### config.mk
export PLATFORM = sky130hd
export DESIGN_NAME = heading_painter
export DESIGN_NICKNAME = d
export VERILOG_FILES = /design/src/rtl/heading_painter.sv
export SDC_FILE = /design/constraint.sdc
export NUM_CORES = 2
export LEC_CHECK = 0
export ABC_AREA = 0
export BUFFER_PORTS_ARGS = -buffer_cell sky130_fd_sc_hd__buf_4
export CORE_AREA = 2 2 558 560
export CTS_CLUSTER_DIAMETER = 120
export CTS_CLUSTER_SIZE = 28
export DETAILED_ROUTE_END_ITERATION = 8
export DIE_AREA = 0 0 560 562
export MAX_ROUTING_LAYER = met4
export SYNTH_ARGS = -nofsm -noshare
export SYNTH_HDL_FRONTEND = slang
export SYNTH_SLANG_ARGS = --single-unit
### constraint.sdc
create_clock -name CLK -period 10.89 [get_ports CLK]
set_input_delay 1.6335 -clock CLK [delete_from_list [all_inputs] [get_ports CLK]]
set_output_delay 1.6335 -clock CLK [all_outputs]
set_load 0.005 [all_outputs]
### src/rtl/heading_painter.sv
// heading_painter: WIDTH x HEIGHT colour-index buffer drawn by plot/fill commands, read by the VGA scan path.
module heading_painter #(
  parameter int WIDTH = 53,
  parameter int HEIGHT = 12,
  parameter logic [3:0] TRANSPARENT = 4'd8,
  parameter int XW = 6,
  parameter int YW = 4
) (
  input  logic          CLK,
  input  logic          RST,
  input  logic          cmd_valid,
  output logic          cmd_ready,
  input  logic          cmd_op,
  input  logic [XW-1:0] cmd_x,
  input  logic [YW-1:0] cmd_y,
  input  logic [XW-1:0] cmd_w,
  input  logic [YW-1:0] cmd_h,
  input  logic [3:0]    cmd_color,
  output logic          busy,
  output logic          done,
  input  logic          is_in_pixel,
  input  logic [9:0]    hc,
  input  logic [9:0]    vc,
  output logic [3:0]    pixel
);
  localparam int DEPTH = WIDTH * HEIGHT;
  localparam logic [9:0] DEPTH_A = 10'(DEPTH);
  localparam logic [9:0] LAST_A = 10'(DEPTH - 1);
  typedef enum logic [1:0] {CLEAR, IDLE, DRAW} state_t;
  state_t state, state_n;
  logic [3:0] mem [DEPTH];
  logic [9:0] clr_addr, wa, ra;
  logic we, accept, active, empty, last_x, last_y, rd_sel, unused_lsb;
  logic [3:0] wd, col, rd_q;
  logic [XW-1:0] x0, cx, w_eff;
  logic [YW-1:0] cy, h_eff;
  logic [XW:0] xe, x_sum;
  logic [YW:0] ye, y_sum;
  assign unused_lsb = ^{hc[2:0], vc[2:0]};
  assign w_eff = cmd_op ? cmd_w : XW'(1);
  assign h_eff = cmd_op ? cmd_h : YW'(1);
  assign x_sum = {1'b0, cmd_x} + {1'b0, w_eff};
  assign y_sum = {1'b0, cmd_y} + {1'b0, h_eff};
  assign empty = ({1'b0, cmd_x} >= (XW+1)'(WIDTH)) || ({1'b0, cmd_y} >= (YW+1)'(HEIGHT)) ||
                 (w_eff == '0) || (h_eff == '0);
  assign last_x = ({1'b0, cx} + (XW+1)'(1)) == xe;
  assign last_y = ({1'b0, cy} + (YW+1)'(1)) == ye;
  assign accept = cmd_valid && cmd_ready;
  always_comb begin
    state_n = state;
    cmd_ready = 1'b0;
    busy = 1'b1;
    done = 1'b0;
    we = 1'b0;
    wa = clr_addr;
    wd = TRANSPARENT;
    case (state)
      CLEAR: begin
        we = 1'b1;
        state_n = clr_addr == LAST_A ? IDLE : CLEAR;
      end
      IDLE: begin
        cmd_ready = 1'b1;
        busy = 1'b0;
        state_n = cmd_valid ? DRAW : IDLE;
      end
      DRAW: begin
        if (active) begin
          we = 1'b1;
          wa = 10'(cy) * 10'(WIDTH) + 10'(cx);
          wd = col;
        end else begin
          done = 1'b1;
          cmd_ready = 1'b1;
          busy = 1'b0;
          state_n = cmd_valid ? DRAW : IDLE;
        end
      end
      default: state_n = CLEAR;
    endcase
  end
  always_ff @(posedge CLK or posedge RST) begin
    if (RST) begin
      state <= CLEAR;
      clr_addr <= '0;
    end else begin
      state <= state_n;
      clr_addr <= state == CLEAR ? clr_addr + 10'd1 : '0;
    end
  end
  // Clipped bounds are fixed at acceptance; an empty region simply never goes active.
  always_ff @(posedge CLK or posedge RST) begin
    if (RST) begin
      active <= 1'b0;
      x0 <= '0;
      cx <= '0;
      cy <= '0;
      xe <= '0;
      ye <= '0;
      col <= '0;
    end else if (accept) begin
      active <= !empty;
      x0 <= cmd_x;
      cx <= cmd_x;
      cy <= cmd_y;
      xe <= x_sum > (XW+1)'(WIDTH) ? (XW+1)'(WIDTH) : x_sum;
      ye <= y_sum > (YW+1)'(HEIGHT) ? (YW+1)'(HEIGHT) : y_sum;
      col <= cmd_color;
    end else if (state == DRAW && active) begin
      cx <= last_x ? x0 : cx + XW'(1);
      cy <= last_x && !last_y ? cy + YW'(1) : cy;
      active <= !(last_x && last_y);
    end
  end
  assign ra = 10'(hc[9:3]) + 10'(vc[9:3]) * 10'(WIDTH);
  always_ff @(posedge CLK) begin
    if (we) mem[wa] <= wd;
    rd_q <= mem[ra < DEPTH_A ? ra : '0];
  end
  always_ff @(posedge CLK or posedge RST) begin
    if (RST) rd_sel <= 1'b0;
    else rd_sel <= is_in_pixel && (ra < DEPTH_A);
  end
  assign pixel = rd_sel ? rd_q : TRANSPARENT;
endmodule

# [After elaboration in Yosys (flattened, before gate mapping)]
# Memory sizes are Yosys's and may differ from the RTL's. A register that Yosys moved wholly into a read port is not among the register bits.
# Index checks and enable logic that the tools add are counted.
[classes] n_addsub=9 mul=2 div_mod_pow=0 magnitude_cmp=5 eq_ne=6 n_shift=0 n_mux=31 bitwise=0 n_reduce_logical=17
[op_table] op="$mux W10" n=4
[op_table] op="$mux W4" n=7
[op_table] op="$mux W6" n=4
[op_table] op="$add A10 B1 Y10 const B" n=1
[op_table] op="$add A10 B6 Y10" n=1
[op_table] op="$add A7 B10 Y10" n=1
[op_table] op="$eq A10 B10 Y1 const B" n=1
[op_table] op="$lt A10 B10 Y1 const B" n=1
[op_table] op="$mul A4 B6 Y10 const B" n=1
[op_table] op="$mul A7 B6 Y10 const B" n=1
[op_table] op="$mux W1" n=8
[op_table] op="$add A6 B1 Y7 const B" n=1
[op_table] op="$add A6 B6 Y7" n=1
[op_table] op="$eq A7 B7 Y1" n=1
[op_table] op="$gt A7 B6 Y1 const B" n=1
[op_table] op="$mux W7" n=1
[op_table] op="$add A6 B1 Y6 const B" n=1
[op_table] op="$ge A6 B6 Y1 const B" n=1
[op_table] op="$logic_not A6 Y1" n=1
[op_table] op="$pmux W1 S2" n=3
[op_table] op="$pmux W2 S3" n=1
[op_table] op="$add A4 B1 Y5 const B" n=1
[op_table] op="$add A4 B4 Y5" n=1
[op_table] op="$eq A5 B5 Y1" n=1
[op_table] op="other kinds (15)" n=25
[totals] regBits=46 latch_bits=0 ram_bits=2544 rom_bits=0 in_bits=49 output_inout_bits=7 word_cells=81 mem_count=1
[mem_list] memory="mem" words=636 word_bits=4 rd=1 rd_ports_with_merged_regs=1 wr=1 line="31" text="logic [3:0] mem [DEPTH];"

# [Depth between registers and ports, before layout]
[logic_depth] word_depth=7 depth_mapped=28 ltp_nobuf=21

# [Least setup slack after synthesis]
# Ideal clock, no wire load.
[synth_timing] path_kind="register -> register" from="reg state[0]" to="mem mem[0][3] (data pin)" setup_ns=1.935 arrival_time_ns=9.041 required_ns=8.955 path_slack_ns=-0.086 path_stages_with_launch=6 n_path_buf=1 period_less_slack_ns=10.976 cell_sequence="dfrtp_1 -> inv_1 -> ha_1 -> and2_1 -> clkbuf_1 -> nand2b_1"
[synth_between] elab_chain_len=2
[synth_lines] element="start, declared" line="30" text="state_t state, state_n;"
[synth_lines] element="start signal, assigned" line="87" text="state <= state_n;"
[synth_lines] element="$eq A2 B2 Y1" line="57" text="case (state)"
[synth_lines] element="$mux W4" line="57"
[synth_lines] element="named net wd[3]" line="34" text="logic [3:0] wd, col, rd_q;"
[synth_lines] element="end, declared" line="31"
# The timed path passes the listed nets, and every way through them passes these cells.

# [Worst setup path in the final report]
[layout_timing] from="in vc[7]" to="reg rd_q[2] (read register of mem)"
[layout_between] elab_chain_len=4
[layout_lines] element="start, declared" line="23" text="input logic [9:0] vc,"
[layout_lines] element="$mul A7 B6 Y10 *" line="115" text="assign ra = 10'(hc[9:3]) + 10'(vc[9:3]) * 10'(WIDTH);"
[layout_lines] element="$add A7 B10 Y10 *" line="115"
[layout_lines] element="$lt A10 B10 Y1" line="118" text="rd_q <= mem[ra < DEPTH_A ? ra : '0];"
[layout_lines] element="$mux W10 *" line="118"
[layout_lines] element="end, declared" line="34"
# Mark *: on every way between the ends. The rest lies on a longest branch, timed or not.
# A chain may end at the register's enable or synchronous reset.

==> summary.txt <==
Status
  • Status: complete, no violations

Setup path
  • CP Class: in -> reg
  • R2r worst-path depth: 18
  • WP data required: 11570 ps
  • Startpoint types: primary input
  • CP max FO: 37
  • CP endpoint kind: flop
  • CP Data Arrival Time: 9700 ps

Detailed routing
  • WL/cell: 30.3 um
  • DRT Pass-1 Iters: 5
  • Vias per cell: 6.01
  • Remaining DRCs: 0
  • Starting DRT DRC Count: 10632
  • Routed vias: 69062
  • Post-DRT Antenna Nets: 0
  • Routed WL: 349 mm

Yosys
  • Post-synthesis adder-cell area fraction: 0.0107
  • Most common cell in the netlist: edfxtp_1
  • Main flop type after synthesis: edfxtp_1
  • Syn_nets: 7665
  • Yosys cell types: 97
  • Synth area leader: edfxtp_1
  • Mapped Avg Cell Area: 14.3 um^2
  • Synthesis-stage register bit count: 2594
  • Cell Area, Synth: 108000 um^2
  • Synth warn: 0
  • Area contributors post-synth: edfxtp_1, mux2i_1, nor2_1
  • Synth Area in Compound Gates: 0.112
  • Yosys top cell area share: 0.709
  • Largest family of logic cells by synthesized area: compound AO/OA/AOI/OAI gates
  • Sequential share of the synthesized area: 0.720
  • XOR/XNOR Fraction of Synth Area: 0.00361
  • Mux cell area share after synthesis: 0.0575
  • Synth Area in Simple Gates: 0.0695
  • Post-synth EDFFs: 2544
  • Synth top cells by count: edfxtp_1, nor2_1, nand2_1
  • Async SR Flop Fraction: 0.0177
  • Syn Inst Count: 7533

Placement
  • Placed cells: 11339
  • PortBufs: 49
  • Hpwl dp: 202 mm
  • Placement Cell Area: 113000 um^2
  • GP Congestion: 0.876

Hold path
  • Hold path cells: 2
  • Hold Crit Class: reg -> reg

Die
  • I/O pin total: 56
  • Placeable Area: 308000 um^2
  • Die Area: 315000 um^2
  • Die X: 560 um
  • Die Y: 562 um
  • # rows: 204
  • Initial Util: 0.350

Global route
  • First-pass GRT wire length: 493 mm
  • Gr ovfl total: 0
  • Largest net degree at the start of global routing: 202
  • Initial antenna violation count: 18
  • GRT Util Overall: 0.221
  • Vias in the first global route: 66169

STA
  • Slew HR: 0.161
  • Final Max Tran Viols: 0
  • Worst slew pin tran: 1250 ps
  • Crit path time final: 9020 ps
  • Period utilisation layout: 0.828
  • Final setup vio count: 0
  • Unrepaired setup endpoints after global routing: false
  • Final hold slack: 491 ps
  • Setup TNS: 0 ps
  • Worst Skew: 53.6 ps
  • Final hold violations: 0
  • FMAX: 111 MHz

Clocking
  • CTS sink cnt: 2594
  • Post-CTS sizing: 0
  • Clock H-tree levels: 3
  • CTS hold repair buffers: 0
  • CTS root buf: clkbuf_16
  • Clock transition at the registers of the reported paths: 110 ps
  • Skew-Pair Late Insertion Delay: 830 ps
  • Post-CTS setup buffer count: 0
  • Max Root-Sink Buffers: 3
  • TritonCTS clock tree: yes
  • Num CTS Buffers: 103

Cells and area
  • Fin cells: 11494
  • Fraction of layout cells with a size suffix above 1: 0.0867
  • Area grow syn2layout: 7.68%
  • Area of the multi-input gates: 27700 um^2
  • Fin nets: 7456
  • Register area: 77600 um^2
  • Fill cells: 29045
  • Post-route cell area: 116000 um^2
  • Core Util, Final: 0.376

Power
  • Power per Cell Area: 247 nW/um^2
  • Worst VDD drop: 377 uV
  • Leak Pwr: 33.5 nW

Job
  • Total of max-cap violations: 0
## placed cells by master (no fill, tap or decap), types with 27 or more instances in the layout
cell type	instances
a211oi_1	86
mux2i_1	412
clkbuf_16	103
o22a_1	27
and3_1	47
nand3_1	84
buf_4	246
o221ai_1	171
a21oi_1	393
o22ai_1	270
clkbuf_1	29
o21a_1	40
ha_1	65
dfrtp_1	46
and2_1	61
nor3_1	80
nor2_1	913
inv_1	54
mux4_2	31
o31ai_1	32
buf_12	33
a31oi_1	67
edfxtp_1	2544
o21ai_0	400
o211ai_1	93
nand2_1	394
xnor2_1	30
mux2_2	121
a311oi_1	36
## metrics by stage
step / worst slack [ps] / total power, mW
after global routing: 1920 / 29.3
after CTS: 2220 / 28.3
after global placement: 1390 / 23.6
final: 1870 / 28.7
after floorplan: 269 / 17.7
after detailed placement: 1320 / 23.7
## state kept, by name, indices dropped and copies added, names as in the netlist
signal / flops
mem: 2544
clr_addr: 10
xe: 7
cx: 6
x0: 6
ye: 5
col: 4
cy: 4
rd_q: 4
state: 2
active: 1
rd_sel: 1
## layer usage
layer  vias to the layer above  share of wire  global-route usage
li1                      28652              -                   -
met1                     35638           0.40               0.303
met5                         -              0                   -
met4                         0          0.031              0.0623
met3                       476           0.11              0.0433
met2                      4296           0.45               0.334
## power breakdown
group	total [mW]	leakage, nW	switching (mW)	internal (mW)
clock network	4.81	1.37	3.02	1.79
registers	10.8	21.0	0.0122	10.8
logic	13.1	11.1	9.74	3.33
## kinds of logic after synthesis
group / count (synthesis)
flops: 2594
compound gates: 1844
simple gates: 1754
buf+inv: 651
mux: 565
fa+ha+maj: 83
xor+xnor: 42
## cell type report
type / count / share of cell area
Multi-Input combinational cell: 4288 / 0.238
Tap cell: 4120 / 0.0444
Clock inverter: 10 / 0.00138
Antenna cell: 13 / 0.000280
Timing Repair Buffer: 279 / 0.0216
Sequential cell: 2594 / 0.669
Clock buffer: 132 / 0.0231
Inverter: 58 / 0.00198
## critical path, cell delays in order
cell and delay, ps:
buf_4 130, ha_1 270, inv_1 50, fa_1 530
inv_1 60, fa_1 480, inv_1 60, fa_1 500
inv_1 50, ha_1 270, a211o_1 260, a2111oi_0 570
or3_1 310, o311ai_4 360, buf_12 320, nand2_4 380
buf_12 340, buf_4 360, o31a_1 230, a2111o_1 130
o311ai_0 200, nor4b_1 920, a211oi_1 240, a2111oi_0 840
a211oi_1 100
## worst paths after layout
| check | startpoint | end | slack (ps) |
|---|---|---|---|
| worst max-delay path | vc[7] | rd_q[2]$_DFF_P_ | 1870 |
| worst min-delay path | x0[1]$_DFFE_PP0P_ | x0[1]$_DFFE_PP0P_ | 490 |
| worst max register to register | cy[0]$_DFFE_PP0P_ | mem[341][0]$_DFFE_PP_ | 4820 |
| worst min register to register | x0[1]$_DFFE_PP0P_ | x0[1]$_DFFE_PP0P_ | 490 |
| max in group asynchronous | RST | cx[2]$_DFFE_PP0P_ | 9230 |
| min in group asynchronous | RST | clr_addr[0]$_DFF_PP0_ | 1040 |
Note: power is estimated with default switching activity, not from simulation.
